===== config.mk =====
export PLATFORM = sky130hd
export DESIGN_NAME = cv32e40p_tmr_fault_monitor_flat
export DESIGN_NICKNAME = d
export VERILOG_FILES = /design/src/rtl/cv32e40p_tmr_fault_monitor_if.sv /design/src/rtl/cv32e40p_tmr_fault_monitor.sv /design/src/flat_wrapper.sv
export SDC_FILE = /design/constraint.sdc
export NUM_CORES = 1
export LEC_CHECK = 0
export ABC_AREA = 1
export BUFFER_PORTS_ARGS = -buffer_cell sky130_fd_sc_hd__buf_2
export CAP_MARGIN = 5
export CORE_MARGIN = 1.5
export CORE_UTILIZATION = 50
export CTS_CLUSTER_DIAMETER = 120
export DETAILED_ROUTE_END_ITERATION = 6
export PLACE_DENSITY = 0.77
export SETUP_SLACK_MARGIN = 0.05
export SYNTH_ARGS = -nofsm -noshare
export SYNTH_HDL_FRONTEND = slang
export SYNTH_SLANG_ARGS = --single-unit

===== constraint.sdc =====
create_clock -name clk -period 3.15 [get_ports clk]
set_input_delay 0.63 -clock clk [delete_from_list [all_inputs] [get_ports clk]]
set_output_delay 0.63 -clock clk [all_outputs]
set_load 0.05 [all_outputs]

===== src/rtl/cv32e40p_tmr_fault_monitor_if.sv =====
// Bus bundle between a TMR stage's three replica outputs, the fault
// monitor and the resync controller/scrubber.
`timescale 1ns/1ps
interface cv32e40p_tmr_fault_monitor_if #(
  parameter int WIDTH     = 32,
  parameter int CNT_WIDTH = 16
);
  logic                 valid_i;
  logic [WIDTH-1:0]     res1_i;
  logic [WIDTH-1:0]     res2_i;
  logic [WIDTH-1:0]     res3_i;
  logic [WIDTH-1:0]     voted_o;
  logic                 voted_valid_o;
  logic [2:0]           mismatch_o;
  logic [2:0]           fault_o;
  logic                 uncorrectable_o;
  logic                 resync_req_o;
  logic [1:0]           resync_id_o;
  logic                 resync_ack_i;
  logic [CNT_WIDTH-1:0] err_cnt_o;

  // Replica source + resync controller side
  modport master (
    output valid_i, res1_i, res2_i, res3_i, resync_ack_i,
    input  voted_o, voted_valid_o, mismatch_o, fault_o, uncorrectable_o,
           resync_req_o, resync_id_o, err_cnt_o
  );

  // Monitor side
  modport slave (
    input  valid_i, res1_i, res2_i, res3_i, resync_ack_i,
    output voted_o, voted_valid_o, mismatch_o, fault_o, uncorrectable_o,
           resync_req_o, resync_id_o, err_cnt_o
  );
endinterface


===== src/rtl/cv32e40p_tmr_fault_monitor.sv =====
// TMR fault monitor: registers the 2-of-3 vote, flags disagreeing replicas,
// tracks persistent faults per replica and drives a resync req/ack handshake.
// A replica still wrong inside the post-resync window is marked faulty.
`timescale 1ns/1ps

// Per-replica disagreement detect and saturating persistence counter.
module cv32e40p_tmr_fault_monitor_lane #(
  parameter int WIDTH          = 32,
  parameter int PERSIST_CYCLES = 4,
  parameter int PC_W           = 3
) (
  input  logic             clk,
  input  logic             rst,
  input  logic             valid,
  input  logic [WIDTH-1:0] res,
  input  logic [WIDTH-1:0] maj,
  input  logic             fault,
  input  logic             clr,
  output logic             mm,
  output logic             persist
);
  logic [PC_W-1:0] pc_q, pc_d;

  assign mm      = |(res ^ maj);
  assign persist = (pc_q == PC_W'(PERSIST_CYCLES)) & ~fault;

  // Count consecutive valid mismatches; a faulty replica is parked at 0,
  // and a completed resync restarts it.
  always_comb begin
    pc_d = pc_q;
    if (fault || clr)
      pc_d = '0;
    else if (valid)
      pc_d = !mm ? '0 :
             (pc_q == PC_W'(PERSIST_CYCLES)) ? pc_q : pc_q + PC_W'(1);
  end

  // Persistence counter register
  always_ff @(posedge clk) begin
    if (rst) pc_q <= '0;
    else     pc_q <= pc_d;
  end
endmodule

module cv32e40p_tmr_fault_monitor #(
  parameter int WIDTH          = 32,
  parameter int PERSIST_CYCLES = 4,
  parameter int CNT_WIDTH      = 16
) (
  input  logic                           clk,
  input  logic                           rst,
  cv32e40p_tmr_fault_monitor_if.slave    bus
);
  localparam int PC_W = $clog2(PERSIST_CYCLES + 1);

  typedef enum logic [1:0] {S_IDLE, S_REQ, S_CHECK} state_e;

  state_e               state_q, state_d;
  logic [1:0]           id_q, id_d;
  logic [PC_W-1:0]      win_q, win_d;
  logic [2:0]           fault_q, fault_d;
  logic [WIDTH-1:0]     voted_q, voted_d;
  logic                 voted_valid_q, voted_valid_d;
  logic [2:0]           mismatch_q, mismatch_d;
  logic                 unc_q, unc_d;
  logic [CNT_WIDTH-1:0] err_cnt_q, err_cnt_d;

  logic [2:0][WIDTH-1:0] res;
  logic [WIDTH-1:0]      maj;
  logic [2:0]            mm, persist;
  logic                  ack_take;

  assign res      = {bus.res3_i, bus.res2_i, bus.res1_i};
  assign maj      = (res[0] & res[1]) | (res[0] & res[2]) | (res[1] & res[2]);
  assign ack_take = (state_q == S_REQ) & bus.resync_ack_i;

  for (genvar k = 0; k < 3; k++) begin : g_lane
    cv32e40p_tmr_fault_monitor_lane #(
      .WIDTH(WIDTH), .PERSIST_CYCLES(PERSIST_CYCLES), .PC_W(PC_W)
    ) u_lane (
      .clk    (clk),
      .rst    (rst),
      .valid  (bus.valid_i),
      .res    (res[k]),
      .maj    (maj),
      .fault  (fault_q[k]),
      .clr    (ack_take & (id_q == 2'(k))),
      .mm     (mm[k]),
      .persist(persist[k])
    );
  end

  // Vote/mismatch capture, error event counter and uncorrectable flag
  always_comb begin
    voted_d       = voted_q;
    voted_valid_d = bus.valid_i;
    mismatch_d    = '0;
    err_cnt_d     = err_cnt_q;
    unc_d         = unc_q;
    if (bus.valid_i) begin
      voted_d    = maj;
      mismatch_d = mm;
      if (|mm && err_cnt_q != '1)
        err_cnt_d = err_cnt_q + CNT_WIDTH'(1);
      if ((mm[0] & mm[1]) | (mm[0] & mm[2]) | (mm[1] & mm[2]))
        unc_d = 1'b1;
    end
  end

  // Resync FSM: pick lowest persistent replica, handshake, then watch it
  // for a clean window before trusting it again.
  always_comb begin
    state_d = state_q;
    id_d    = id_q;
    win_d   = win_q;
    fault_d = fault_q;
    case (state_q)
      S_IDLE: begin
        if (|persist) begin
          state_d = S_REQ;
          id_d    = persist[0] ? 2'd0 : persist[1] ? 2'd1 : 2'd2;
        end
      end
      S_REQ: begin
        if (bus.resync_ack_i) begin
          state_d = S_CHECK;
          win_d   = '0;
        end
      end
      S_CHECK: begin
        if (bus.valid_i) begin
          if (mm[id_q]) begin
            fault_d[id_q] = 1'b1;
            state_d       = S_IDLE;
          end else begin
            win_d = win_q + PC_W'(1);
            if (win_q == PC_W'(PERSIST_CYCLES - 1))
              state_d = S_IDLE;
          end
        end
      end
      default: state_d = S_IDLE;
    endcase
  end

  // State and output registers; reset drops any request in flight
  always_ff @(posedge clk) begin
    if (rst) begin
      state_q       <= S_IDLE;
      id_q          <= '0;
      win_q         <= '0;
      fault_q       <= '0;
      voted_q       <= '0;
      voted_valid_q <= 1'b0;
      mismatch_q    <= '0;
      unc_q         <= 1'b0;
      err_cnt_q     <= '0;
    end else begin
      state_q       <= state_d;
      id_q          <= id_d;
      win_q         <= win_d;
      fault_q       <= fault_d;
      voted_q       <= voted_d;
      voted_valid_q <= voted_valid_d;
      mismatch_q    <= mismatch_d;
      unc_q         <= unc_d;
      err_cnt_q     <= err_cnt_d;
    end
  end

  assign bus.voted_o         = voted_q;
  assign bus.voted_valid_o   = voted_valid_q;
  assign bus.mismatch_o      = mismatch_q;
  assign bus.fault_o         = fault_q;
  assign bus.uncorrectable_o = unc_q;
  assign bus.resync_req_o    = (state_q == S_REQ);
  assign bus.resync_id_o     = id_q;
  assign bus.err_cnt_o       = err_cnt_q;
endmodule


===== src/flat_wrapper.sv =====
// flat-port wrapper written by rule: the top's interface ports become plain ports
module cv32e40p_tmr_fault_monitor_flat 
#(
  parameter int WIDTH          = 32,
  parameter int PERSIST_CYCLES = 4,
  parameter int CNT_WIDTH      = 16
)
  (clk, rst, bus_valid_i, bus_res1_i, bus_res2_i, bus_res3_i, bus_resync_ack_i, bus_voted_o, bus_voted_valid_o, bus_mismatch_o, bus_fault_o, bus_uncorrectable_o, bus_resync_req_o, bus_resync_id_o, bus_err_cnt_o);
  cv32e40p_tmr_fault_monitor_if #(.WIDTH(WIDTH), .CNT_WIDTH(CNT_WIDTH)) bus_i ();
  input  logic clk;
  input  logic rst;
  input wire logic [$bits(bus_i.valid_i)-1:0] bus_valid_i;
  input wire logic [$bits(bus_i.res1_i)-1:0] bus_res1_i;
  input wire logic [$bits(bus_i.res2_i)-1:0] bus_res2_i;
  input wire logic [$bits(bus_i.res3_i)-1:0] bus_res3_i;
  input wire logic [$bits(bus_i.resync_ack_i)-1:0] bus_resync_ack_i;
  output wire logic [$bits(bus_i.voted_o)-1:0] bus_voted_o;
  output wire logic [$bits(bus_i.voted_valid_o)-1:0] bus_voted_valid_o;
  output wire logic [$bits(bus_i.mismatch_o)-1:0] bus_mismatch_o;
  output wire logic [$bits(bus_i.fault_o)-1:0] bus_fault_o;
  output wire logic [$bits(bus_i.uncorrectable_o)-1:0] bus_uncorrectable_o;
  output wire logic [$bits(bus_i.resync_req_o)-1:0] bus_resync_req_o;
  output wire logic [$bits(bus_i.resync_id_o)-1:0] bus_resync_id_o;
  output wire logic [$bits(bus_i.err_cnt_o)-1:0] bus_err_cnt_o;
  assign bus_i.valid_i = bus_valid_i;
  assign bus_i.res1_i = bus_res1_i;
  assign bus_i.res2_i = bus_res2_i;
  assign bus_i.res3_i = bus_res3_i;
  assign bus_i.resync_ack_i = bus_resync_ack_i;
  assign bus_voted_o = bus_i.voted_o;
  assign bus_voted_valid_o = bus_i.voted_valid_o;
  assign bus_mismatch_o = bus_i.mismatch_o;
  assign bus_fault_o = bus_i.fault_o;
  assign bus_uncorrectable_o = bus_i.uncorrectable_o;
  assign bus_resync_req_o = bus_i.resync_req_o;
  assign bus_resync_id_o = bus_i.resync_id_o;
  assign bus_err_cnt_o = bus_i.err_cnt_o;
  cv32e40p_tmr_fault_monitor #(.WIDTH(WIDTH), .PERSIST_CYCLES(PERSIST_CYCLES), .CNT_WIDTH(CNT_WIDTH)) u_core (.clk(clk), .rst(rst), .bus(bus_i));
endmodule

After elaboration in Yosys (flattened, before gate mapping). Cells that the tools add are included.

Input port bits: 100. Register bits after elaboration: 72. Logic and storage cells: 109.

Muxes and demuxes: 22. Reductions and logical operators: 26. Add/subtract/negate cells: 5. Order comparisons: 2. Bitwise gates (word level): 25. Equal/unequal tests: 17.

Operator list (count): bitwise AND 32 bit (3); OR reduction 32 bit (3); OR reduction 96 bit (1); XOR 32 bit (3); bitwise OR 32 bit (2); two-way mux 3 bit (9); adder 16 x 1 -> 16 bit, second input constant (1); != test 16 bit, second input constant (1); two-way mux 2 bit (7); adder 3 x 1 -> 3 bit, second input constant (4); != test 2 bit, second input constant (6); AND reduction 2 bit (6); bitwise AND 1 bit (10); == test 3 bit, second input constant (3); AND reduction 4 bit (2); OR reduction 2 bit (4); one-hot mux 2 bit (3 select lines) (1); one-hot mux 3 bit (2 select lines) (1); == test 2 x 1 -> 1 bit, second input constant (2); == test 2 bit, second input constant (2); zero test 2 bit (2); inverter 1 bit (4); == test 3 x 2 -> 1 bit, second input constant (1); logical OR 1 bit (3); other kinds (13) (16).

Logic depth before layout (Yosys ltp). Gate-level depths: netlist (run 1).

Depth in word-level cells: 10. Depth in mapped cells: 17.

Cells and area by module. Synthesis (run 1) repeated with hierarchy kept, for this count alone.

Cells, all modules: 818. Area, all modules: 5246.3 sq um.

By module, submodules not included: cv32e40p_tmr_fault_monitor (instances 1, cells an instance 473, area each 3268.1 sq um); cv32e40p_tmr_fault_monitor_lane (instances 3, cells an instance 115, area each 659.4 sq um).

Worst setup path before layout (run 1). No wires, ideal clock.

Path type: register to register. From: reg u_core.err_cnt_q[0] (netlist: u_core.bus.err_cnt_o[0]). To: reg u_core.err_cnt_q[1] (netlist: u_core.bus.err_cnt_o[1]). Data arrival time: 2.064 ns. Cell stages (with the launch flop): 10. Buffers on the path: 1. Clock period less this slack: 2.180 ns. Setup slack: 0.970 ns. Cell sequence: dfxtp_1 > ha_1 > inv_1 > nor4_2 > a41oi_1 > nand2_4 > inv_4 > buf_6 > nor2_1 > nor2_1.

Word-level cells in the longest chain between the ends: 3. Elaborated cells between the ends (all ways): 4.

Ends and longest elaborated chain: from (decl) (RTL line cv32e40p_tmr_fault_monitor.sv:66) `logic [CNT_WIDTH-1:0] err_cnt_q, err_cnt_d;`; from (signal assigned) (RTL line cv32e40p_tmr_fault_monitor.sv:167) `err_cnt_q <= err_cnt_d;`; branches (longest 3 deep; another with adder 16 x 1 -> 16 bit).

Several ways; the timed one is not identified. A chain may end at the register's enable or synchronous reset.

Worst setup path after layout (run 1).
From: reg u_core.err_cnt_q[0] (netlist: u_core.bus.err_cnt_o[0]). To: reg u_core.err_cnt_q[0] (netlist: u_core.bus.err_cnt_o[0]).

The elaborated chain is that of the path after synthesis.

==> summary.md, run 1 <==
| Metric | Value |
|---|---|
| Unrepaired setup endpoints after global routing | `false` |
| Drt via density | `5.17` |
| Pwr Density | `between 400 and 500 nW/um2` |
| Sequential fraction of the synthesis area | `about a quarter` |
| Routed WL | `about 15 mm` |
| Min cycle time layout | `between 2000 and 2500 ps` |
| #FFs+latches synth | `between 70 and 80` |
| Critical path type | `flop to flop` |
| Number of global-route vias before repair | `around 5600` |
| Clock Skew | `9.39 ps` |
| CTS clock-pin slew for the worst setup and hold paths | `roughly 70 ps` |
| Lkg Pwr | `around 3.4 nW` |
| Post-DRT Antenna Nets | `0` |
| Min-delay worst type | `flop to flop` |
| Crit path launch type | `flop` |
| Reg-to-reg endpoint | `u_core.bus.err_cnt_o[0]` |
| Placed insts | `between 1000 and 1500` |
| Max Slew Vio Count | `0` |
| Initial antenna violation count | `0` |
| Syn Std Cell Area | `about 5500 um2` |
| Worst slew margin | `roughly 63%` |
| Hpwl dp | `~12 mm` |
| Max rail drop VDD | `0.226 mV` |
| Commonest non-fill, non-tap cell in the layout | `nand2_1` |
| Syn Area/Cell | `roughly 5.8 um2` |
| Post-Syn Instances | `~950` |
| Synthesized Nets | `about 1100` |
| Crit end category | `flop` |
| Slew at the pin with the worst max-slew slack | `about 550 ps` |
| Die area | `between 10000 and 15000 um2` |
| WL/cell | `roughly 12 um` |
| Via count | `about 6500` |
| Port Buffers | `between 150 and 200` |
| Clock Tree Root | `clkbuf_8` |
| Nets | `~1200` |
| Worst Path Arrival | `2410 ps` |
| Worst r2r src | `u_core.bus.err_cnt_o[0]` |
| Die W | `approximately 110 um` |
| Pre-Repair DR Iteration Count | `5` |
| Layout area overhead | `19.7%` |
| Final hold violation count | `0` |
| Final setup fails | `0` |
| Status | `finished clean` |
| Post-CTS setup buffer count | `0` |
| # H-tree levels | `3` |
| First-pass GRT wire length | `24.4 mm` |
| CTS Buffer Depth | `2` |
| Final Cycle Share | `68.7%` |
| CP max FO | `17` |
| WP data required | `between 3000 and 4000 ps` |
| DRC | `0` |
| Highest Clock Rate | `around 0.46 GHz` |
| Setup crit end | `u_core.bus.err_cnt_o[0]` |
| Synth cell types | `35` |
| Core box area | `between 10000 and 15000 um2` |
| Setup TNS | `0 ps` |
| Maxcap violations | `0` |
| Share of cells above drive strength 1 | `between 10% and 20%` |
| CP startpoint | `u_core.bus.err_cnt_o[0]` |
| Initial Utilization | `about half` |
| Clock latency on the worst-skew pair | `roughly 370 ps` |
| Clk sinks | `between 70 and 80` |
| Die H | `about 110 um` |
| # rows | `38` |
| GR Overflow Total | `0` |
| Largest net degree at the start of global routing | `47` |
| GRT Total Usage | `about a quarter` |
| Final Non-Filler Cells | `about 1200` |
| Top-Level Pins | `~160` |
| R2R depth | `8` |
| Commonest cells after routing, fill and taps aside | `nand2_1 (188), buf_2 (158), nand3_1 (154)` |
| TritonCTS clock tree | `yes` |
| Routability-driven placement congestion ratio | `a little under 0.9` |
| Yosys warns | `0` |
| Initial DRC Count | `slightly above 400` |
| Total power draw | `~0.0027 W` |
| Setup slack, reg-to-reg | `around 1000 ps` |
| CTS buffer count | `9` |
| Post-CTS resize count | `0` |
| Post-CTS Hold Buffers | `0` |
| N_diodes | `0` |
## cell type report
| class | count | area (um2) |
|---|---|---|
| Clock inverter | 3 | 68.8 |
| Inverter | 148 | 558 |
| Timing Repair Buffer | 161 | 813 |
| Tap cell | 140 | 175 |
| Multi-Input combinational cell | 712 | 3420 |
| Sequential cell | 72 | 1440 |
| Clock buffer | 11 | 131 |
| Fill cell | 1089 | 4190 |
## synthesized netlist by cell type
| master | instances | share of area (%) |
|---|---|---|
| dfxtp_1 | 72 | 26 |
| clkinv_1 | 4 | 0.27 |
| o21ai_0 | 152 | 14 |
| inv_4 | 1 | 0.11 |
| buf_1 | 1 | 0.068 |
| xor2_1 | 11 | 1.7 |
| nor4_2 | 1 | 0.23 |
| o211ai_1 | 2 | 0.27 |
| buf_4 | 3 | 0.41 |
| nor3_1 | 8 | 0.73 |
| a31oi_1 | 2 | 0.23 |
| inv_1 | 127 | 8.6 |
| nand2_4 | 1 | 0.20 |
| nand2_2 | 1 | 0.11 |
| ha_1 | 9 | 2.0 |
| clkbuf_1 | 14 | 0.95 |
| nor2_1 | 100 | 6.8 |
| nand3_1 | 154 | 14 |
| a21boi_0 | 1 | 0.14 |
| a41oi_1 | 1 | 0.16 |
| a211oi_1 | 3 | 0.41 |
| nor2_4 | 2 | 0.41 |
| inv_2 | 16 | 1.1 |
| nor2_2 | 2 | 0.23 |
| and3_1 | 1 | 0.11 |
| nand3_2 | 3 | 0.54 |
| o21a_1 | 2 | 0.27 |
| nor4_1 | 1 | 0.11 |
| nand4_1 | 12 | 1.4 |
| xnor2_1 | 2 | 0.32 |
| a21oi_1 | 51 | 4.6 |
| nand4_2 | 1 | 0.23 |
| nand2_1 | 188 | 13 |
| buf_6 | 2 | 0.41 |
| o21bai_1 | 1 | 0.14 |
## how the worst min path moves through the flow
stage	start	to	slack [ps]	cells past startpoint
floorplan	u_core.g_lane[1].u_lane.pc_q[0]	u_core.g_lane[1].u_lane.pc_q[0]	460	2
global placement	u_core.bus.uncorrectable_o	u_core.bus.uncorrectable_o	470	2
detailed placement	u_core.bus.uncorrectable_o	u_core.bus.uncorrectable_o	480	2
CTS	u_core.bus.err_cnt_o[13]	u_core.bus.err_cnt_o[13]	490	2
global route	u_core.g_lane[1].u_lane.pc_q[0]	u_core.g_lane[1].u_lane.pc_q[0]	520	2
finish	u_core.g_lane[0].u_lane.pc_q[1]	u_core.g_lane[0].u_lane.pc_q[1]	490	2
## per-layer routing
| layer | vias up | part of all wire (%) | track usage (%) |
|---|---|---|---|
| li1 | 3440 | - | - |
| met1 | 2753 | 46 | 33.3 |
| met2 | 217 | 43 | 42.2 |
| met3 | 42 | 7.6 | 5.67 |
| met4 | 0 | 3.2 | 12.2 |
| met5 | - | 0 | 0 |
## critical path: stages, from the launching register on
cell and delay [ps]:
dfxtp_1 420, ha_1 190, inv_1 70, nor4_2 490, a41oi_1 280, nand2_4 250
inv_4 110, o21ai_0 170, a21oi_1 60
## kinds of logic (layout without fill, tap and decap cells)
kind of cell	after synthesis	in the layout	share of synthesized area, %
and+or+nand+nor	475	475	37.8
AOI/OAI and AO/OA	215	215	20.0
buffers and inverters	168	323	11.9
adders and majority gates	9	9	2.04
xor gates and xnor gates	13	13	2.06
DFF	72	72	26.1
## flip-flops by register name, indices dropped and copies added (netlist names)
register                    flops
u_core.bus.voted_o             32
u_core.state_q                  2
u_core.g_lane.u_lane.pc_q       9
u_core.bus.uncorrectable_o      1
u_core.win_q                    3
u_core.bus.err_cnt_o           16
u_core.bus.fault_o              3
u_core.bus.mismatch_o           3
u_core.bus.resync_id_o          2
u_core.bus.voted_valid_o        1
## metrics by stage
stage	worst slack, ps	hold WS (ps)	cell area (um2)	utilization [%]
floorplan	970	457	5520	-
global placement	732	470	6410	59.4
detailed placement	711	477	6410	59.4
CTS	997	492	6610	61.2
global route	706	521	6610	61.2
finish	986	491	6610	61.2
## power by group
group / leakage, nW / switching [W] / total, W / internal [W]
registers: 0.592 / 0.0000422 / 0.00103 / 0.000983
logic: 2.76 / 0.000571 / 0.000828 / 0.000257
clock network: 0.0995 / 0.000366 / 0.000806 / 0.000440
No activity file was read; power rests on OpenSTA's default activity.
==> run 2, diff against run 1 <==
==> constraint.sdc (replaced) <==
create_clock -name clk -period 2.25 [get_ports clk]
set_input_delay 0.45 -clock clk [delete_from_list [all_inputs] [get_ports clk]]
set_output_delay 0.45 -clock clk [all_outputs]
set_load 0.05 [all_outputs]
==> run 2 against run 1 <==
- clock-buffer cell count unchanged
- die area did not move
- maximum frequency is 17% higher
- cell count up 0.80%
- register-to-register slack worse by 590 ps
- total power increased by 42%
- first-iteration DRC count is 14% higher
- worst setup slack got worse by 590 ps
- clock power increased by 45%
- largest cell class unchanged
==> summary.md, run 2 (synthesis results as in run 1) <==
| Metric | Value |
|---|---|
| CTS buffer count | `9` |
| Final Non-Filler Cells | `about 1300` |
| Pwr Density | `between 500 and 600 nW/um2` |
| Routability-driven placement congestion ratio | `roughly 0.85` |
| Gr busiest metal | `met2` |
| Pre-Repair DR Iteration Count | `6` |
| CTS Buffer Depth | `2` |
| Unrepaired setup endpoints after global routing | `false` |
| Port Buffers | `158` |
| Worst slew margin | `69.7%` |
| Largest net degree at the start of global routing | `43` |
| TritonCTS clock tree | `yes` |
| Lkg Pwr | `between 3 and 4 nW` |
| Met1 GRT Util | `roughly a third` |
| Hpwl dp | `12.0 mm` |
| Nets | `1221` |
| Commonest cells after routing, fill and taps aside | `nand2_1 (188), buf_2 (158), nand3_1 (154)` |
| Clock Tree Root | `clkbuf_8` |
| DRC | `0` |
| Clock Power Share | `around 31%` |
| Clock latency on the worst-skew pair | `370 ps` |
| Combinational share of power | `between 30 and 40%` |
| Highest Clock Rate | `between 0.5 and 0.6 GHz` |
| Die area | `between 10000 and 15000 um2` |
| Post-CTS setup buffer count | `0` |
| Post-CTS Hold Buffers | `0` |
| Reg power frac | `about 38%` |
| Initial DRC Count | `about 460` |
| Switching power total | `between 0.001 and 0.0015 W` |
| Slew at the pin with the worst max-slew slack | `between 400 and 500 ps` |
| Status | `finished clean` |
| Layout area overhead | `21.0%` |
| Number of global-route vias before repair | `~5600` |
| N_diodes | `0` |
| GR Overflow Total | `0` |
| Max Slew Vio Count | `0` |
| Global-route met2 utilization | `approximately 45%` |
| Setup TNS | `0 ps` |
| Final setup fails | `0` |
| Switch share | `37.2%` |
| Core box area | `10800 um2` |
| Pint | `between 0.002 and 0.0025 W` |
| GR Util met3 | `6.03%` |
| # H-tree levels | `3` |
| Max rail drop VDD | `0.285 mV` |
| Drt via density | `5.17` |
| DP Area | `roughly 6500 um2` |
| Largest register FFs | `32` |
| Min cycle time layout | `between 1500 and 2000 ps` |
| Share of cells above drive strength 1 | `a little under a fifth` |
| Total power draw | `0.00378 W` |
| Final hold violation count | `0` |
| Clk sinks | `72` |
| Commonest non-fill, non-tap cell in the layout | `nand2_1` |
| Top-Level Pins | `around 160` |
| WL/cell | `between 10 and 15 um` |
| Die W | `~110 um` |
| Die H | `roughly 110 um` |
| Clock Skew | `8.89 ps` |
| Via count | `approximately 6500` |
| Initial antenna violation count | `0` |
| Final Cycle Share | `between 80 and 90%` |
| Worst Path Arrival | `2150 ps` |
| Crit path launch type | `flop` |
| Placed insts | `about 1200` |
| Crit end category | `flop` |
| GRT Total Usage | `26.6%` |
| Fin area | `around 6700 um2` |
| Initial Utilization | `approximately half` |
| Post-CTS resize count | `0` |
| Critical path type | `flop to flop` |
| Post-DRT Antenna Nets | `0` |
| Min-delay worst type | `input port to flop` |
| # rows | `38` |
| Maxcap violations | `0` |
| CP max FO | `10` |
| First-pass GRT wire length | `between 20 and 25 mm` |
| Routed WL | `approximately 15 mm` |
| Layout fillers | `1108` |
| CTS clock-pin slew for the worst setup and hold paths | `90 ps` |
| WP data required | `2550 ps` |
-- run 2: path summary, 6_finish.rpt --
check	from	depth (start not counted)	to	slack [ps]
worst max-delay path	u_core.bus.err_cnt_o[0]	8	u_core.bus.err_cnt_o[13]	400
worst min-delay path	bus_res2_i[31]	3	u_core.bus.voted_o[31]	390
worst max register to register	u_core.bus.err_cnt_o[0]	8	u_core.bus.err_cnt_o[13]	400
worst min register to register	u_core.bus.err_cnt_o[14]	2	u_core.bus.err_cnt_o[14]	490
-- run 2: metal layers --
layer | vias to the layer above | share of wire (%)
met4 | 0 | 1.9
met3 | 22 | 6.1
met1 | 2850 | 47
met2 | 167 | 45
li1 | 3460 | -
met5 | - | 0
-- run 2: layout make-up --
| class | count | area (um2) | area share [%] |
|---|---|---|---|
| tap | 140 | 175 | 2.62 |
| timing repair buffer | 169 | 873 | 13.1 |
| clock inverter | 5 | 81.3 | 1.22 |
| multi-input combinational | 712 | 3420 | 51.2 |
| inverter | 148 | 558 | 8.36 |
| clock buffer | 11 | 131 | 1.97 |
| sequential | 72 | 1440 | 21.6 |
-- run 2: power groups by stage --
stage          Clock, W  Sequential (W)  Combinational [W]
3_5_place_dp          0         0.00147            0.00117
3_3_place_gp          0         0.00146            0.00116
6_report        0.00117         0.00144            0.00117
5_1_grt         0.00124         0.00145            0.00133
2_1_floorplan         0         0.00164           0.000625
4_1_cts         0.00119         0.00144            0.00117
-- run 2: stage by stage --
step	hold WS [ps]	util, %	setup WS (ps)
after floorplan	457	-	69.9
after global placement	473	59.9	76.2
after detailed placement	476	59.9	29.5
after CTS	375	61.9	388
after global routing	399	61.9	180
final	392	61.9	397
-- run 2: critical path: stages (launching register included) --
cell	delay, ps
dfxtp_1	440
ha_1	200
inv_1	70
nor4_2	280
a41oi_1	240
nand2_4	190
buf_4	180
nand2_1	50
a21oi_1	130
==> run 3, diff against run 2 <==
==> constraint.sdc (replaced) <==
create_clock -name clk -period 1.8 [get_ports clk]
set_input_delay 0.36 -clock clk [delete_from_list [all_inputs] [get_ports clk]]
set_output_delay 0.36 -clock clk [all_outputs]
set_load 0.05 [all_outputs]
==> run 3 against run 2 <==
- clock-buffer cell count decreased by 1
- sequential power increased by 24%
- critical path depth increased by 1
- utilization increased by 3.0 points
- maximum frequency increased by 12%
- largest cell class unchanged
- largest power group unchanged
==> summary.md, run 3 (synthesis results as in run 1) <==
| Metric | Value |
|---|---|
| Clock Tree Root | `clkbuf_8` |
| Number of global-route vias before repair | `5786` |
| Via count | `roughly 6600` |
| Max rail drop VDD | `0.390 mV` |
| Crit path launch type | `flop` |
| Clock Power Share | `28.5%` |
| Final Cycle Share | `around 92%` |
| Initial antenna violation count | `0` |
| Top-Level Pins | `159` |
| Global-route met2 utilization | `44.0%` |
| Final Non-Filler Cells | `1284` |
| Nets | `1248` |
| Clock Skew | `between 7 and 8 ps` |
| Core box area | `roughly 11000 um2` |
| Clk sinks | `72` |
| Pwr Density | `roughly 670 nW/um2` |
| Commonest cells after routing, fill and taps aside | `nand2_1 (184), buf_2 (158), nand3_1 (154)` |
| Switch share | `38.4%` |
| Initial DRC Count | `371` |
| Placed insts | `between 1000 and 1500` |
| First-pass GRT wire length | `between 20 and 30 mm` |
| Reg power frac | `between 30% and 40%` |
| Unrepaired setup endpoints after global routing | `true` |
| Lkg Pwr | `~3.6 nW` |
| Switching power total | `around 0.0018 W` |
| Share of cells above drive strength 1 | `about a quarter` |
| Routed WL | `approximately 15 mm` |
| CP max FO | `15` |
| Initial Utilization | `between 50% and 60%` |
| Met1 GRT Util | `between 30% and 40%` |
| Highest Clock Rate | `about 0.6 GHz` |
| Die area | `11700 um2` |
| Gr busiest metal | `met2` |
| Total power draw | `~0.0047 W` |
| TritonCTS clock tree | `yes` |
| CTS buffer count | `9` |
| Pre-Repair DR Iteration Count | `5` |
| CP cell instances | `ha_1 > inv_2 > nor4_4 > a41oi_2 > nand2_4 > inv_4 > nand2_1 > o21ai_0 > nor2_1` |
| Min cycle time layout | `1650 ps` |
| Delay of the slowest critical-path stage | `around 370 ps` |
| Maxcap violations | `0` |
| CP delay by family, top | `compound AO/OA/AOI/OAI gates` |
| Die H | `108 um` |
| Die W | `approximately 110 um` |
| PnR worst setup slack | `145 ps` |
| GR Util met3 | `5.24%` |
| Worst path slowest cell | `dfxtp_4` |
| WL/cell | `roughly 12 um` |
| Min-delay worst type | `input port to flop` |
| Worst slew margin | `between 60% and 70%` |
| Worst Path Arrival | `approximately 1900 ps` |
| Pint | `0.00288 W` |
| Hpwl dp | `11.8 mm` |
| Routability-driven placement congestion ratio | `0.912` |
| DRC | `0` |
| Post-DRT Antenna Nets | `0` |
| GR Overflow Total | `0` |
| CTS clock-pin slew for the worst setup and hold paths | `80 ps` |
| Largest net degree at the start of global routing | `roughly 70` |
| Fin area | `between 7000 and 8000 um2` |
| Drt via density | `just over 5` |
| Hold slack final | `just under 300 ps` |
| WP data required | `roughly 2100 ps` |
| GRT Total Usage | `a little over a quarter` |
| Post-CTS Hold Buffers | `0` |
| Largest register FFs | `32` |
| Crit end category | `flop` |
| # rows | `38` |
| CTS Buffer Depth | `2` |
| CP bufs+invs | `2` |
| Combinational share of power | `between 30% and 40%` |
| Max Slew Vio Count | `0` |
| # H-tree levels | `3` |
| Pre-CTS setup slack | `-248 ps` |
| Status | `finished clean` |
| N_diodes | `0` |
| Slew at the pin with the worst max-slew slack | `roughly 460 ps` |
| Final setup fails | `0` |
| Layout area overhead | `26.9%` |
| Layout fillers | `between 1000 and 1500` |
| Commonest non-fill, non-tap cell in the layout | `nand2_1` |
| Clock latency on the worst-skew pair | `approximately 370 ps` |
| Port Buffers | `between 150 and 200` |
| Critical path type | `flop to flop` |
| DP Area | `6690 um2` |
| Final hold violation count | `0` |
[run 3: cell count changes in the layout (fill, tap and decap cells not counted), sizes merged]
cell,delta
buf,+27
clkbuf,-1
bufinv,-1
clkinv,+1
inv,+1
[run 3: power by group through the flow]
stage	Clock, W	Sequential [W]	Combinational, W
floorplan	0	0.00205	0.000782
global placement	0	0.00183	0.00148
detailed placement	0	0.00183	0.00150
CTS	0.00137	0.00179	0.00151
global route	0.00144	0.00181	0.00176
finish	0.00133	0.00179	0.00155
[run 3: path summary, 6_finish.rpt]
kind / from / depth (start not counted) / end / slack (ps)
worst max-delay path: u_core.bus.err_cnt_o[0] / 9 / u_core.bus.err_cnt_o[5] / 150
worst min-delay path: bus_res2_i[31] / 3 / u_core.bus.voted_o[31] / 300
worst max register to register: u_core.bus.err_cnt_o[0] / 9 / u_core.bus.err_cnt_o[5] / 150
worst min register to register: u_core.bus.err_cnt_o[0] / 1 / u_core.bus.err_cnt_o[0] / 470
[run 3: through the flow]
step | TNS (ps) | util, %
finish | 0 | 64.9
global route | 0 | 64.9
CTS | 0 | 63.8
detailed placement | -5580 | 62.0
global placement | -4770 | 62.0
floorplan | 0 | -
[run 3: metal layers]
| metal | wire length [um] | vias up |
|---|---|---|
| met4 | 390 | 0 |
| met3 | 860 | 30 |
| li1 | - | 3515 |
| met5 | 0 | - |
| met2 | 6900 | 169 |
| met1 | 7060 | 2846 |
[run 3: area by class of cell]
cell class / count / area (um2) / share of cell area [%]
well taps: 140 / 175 / 2.50
clock inverters: 6 / 68.8 / 0.983
clock buffers: 10 / 128 / 1.82
multi-input cells: 712 / 3520 / 50.3
inverters: 148 / 558 / 7.97
flip-flops and latches: 72 / 1460 / 20.9
repair buffers: 196 / 1090 / 15.5
[run 3: tightest hold or removal path, stage by stage]
cell and delay (ps):
buf_2 130, nand2_1 60, a31oi_1 70
[run 3: what timing repair did]
| action | CTS | global route |
|---|---|---|
| endpoints found under the setup margin | 0 | 22 |
| resized for setup | 0 | 30 |
| buffers inserted | 0 | 4 |
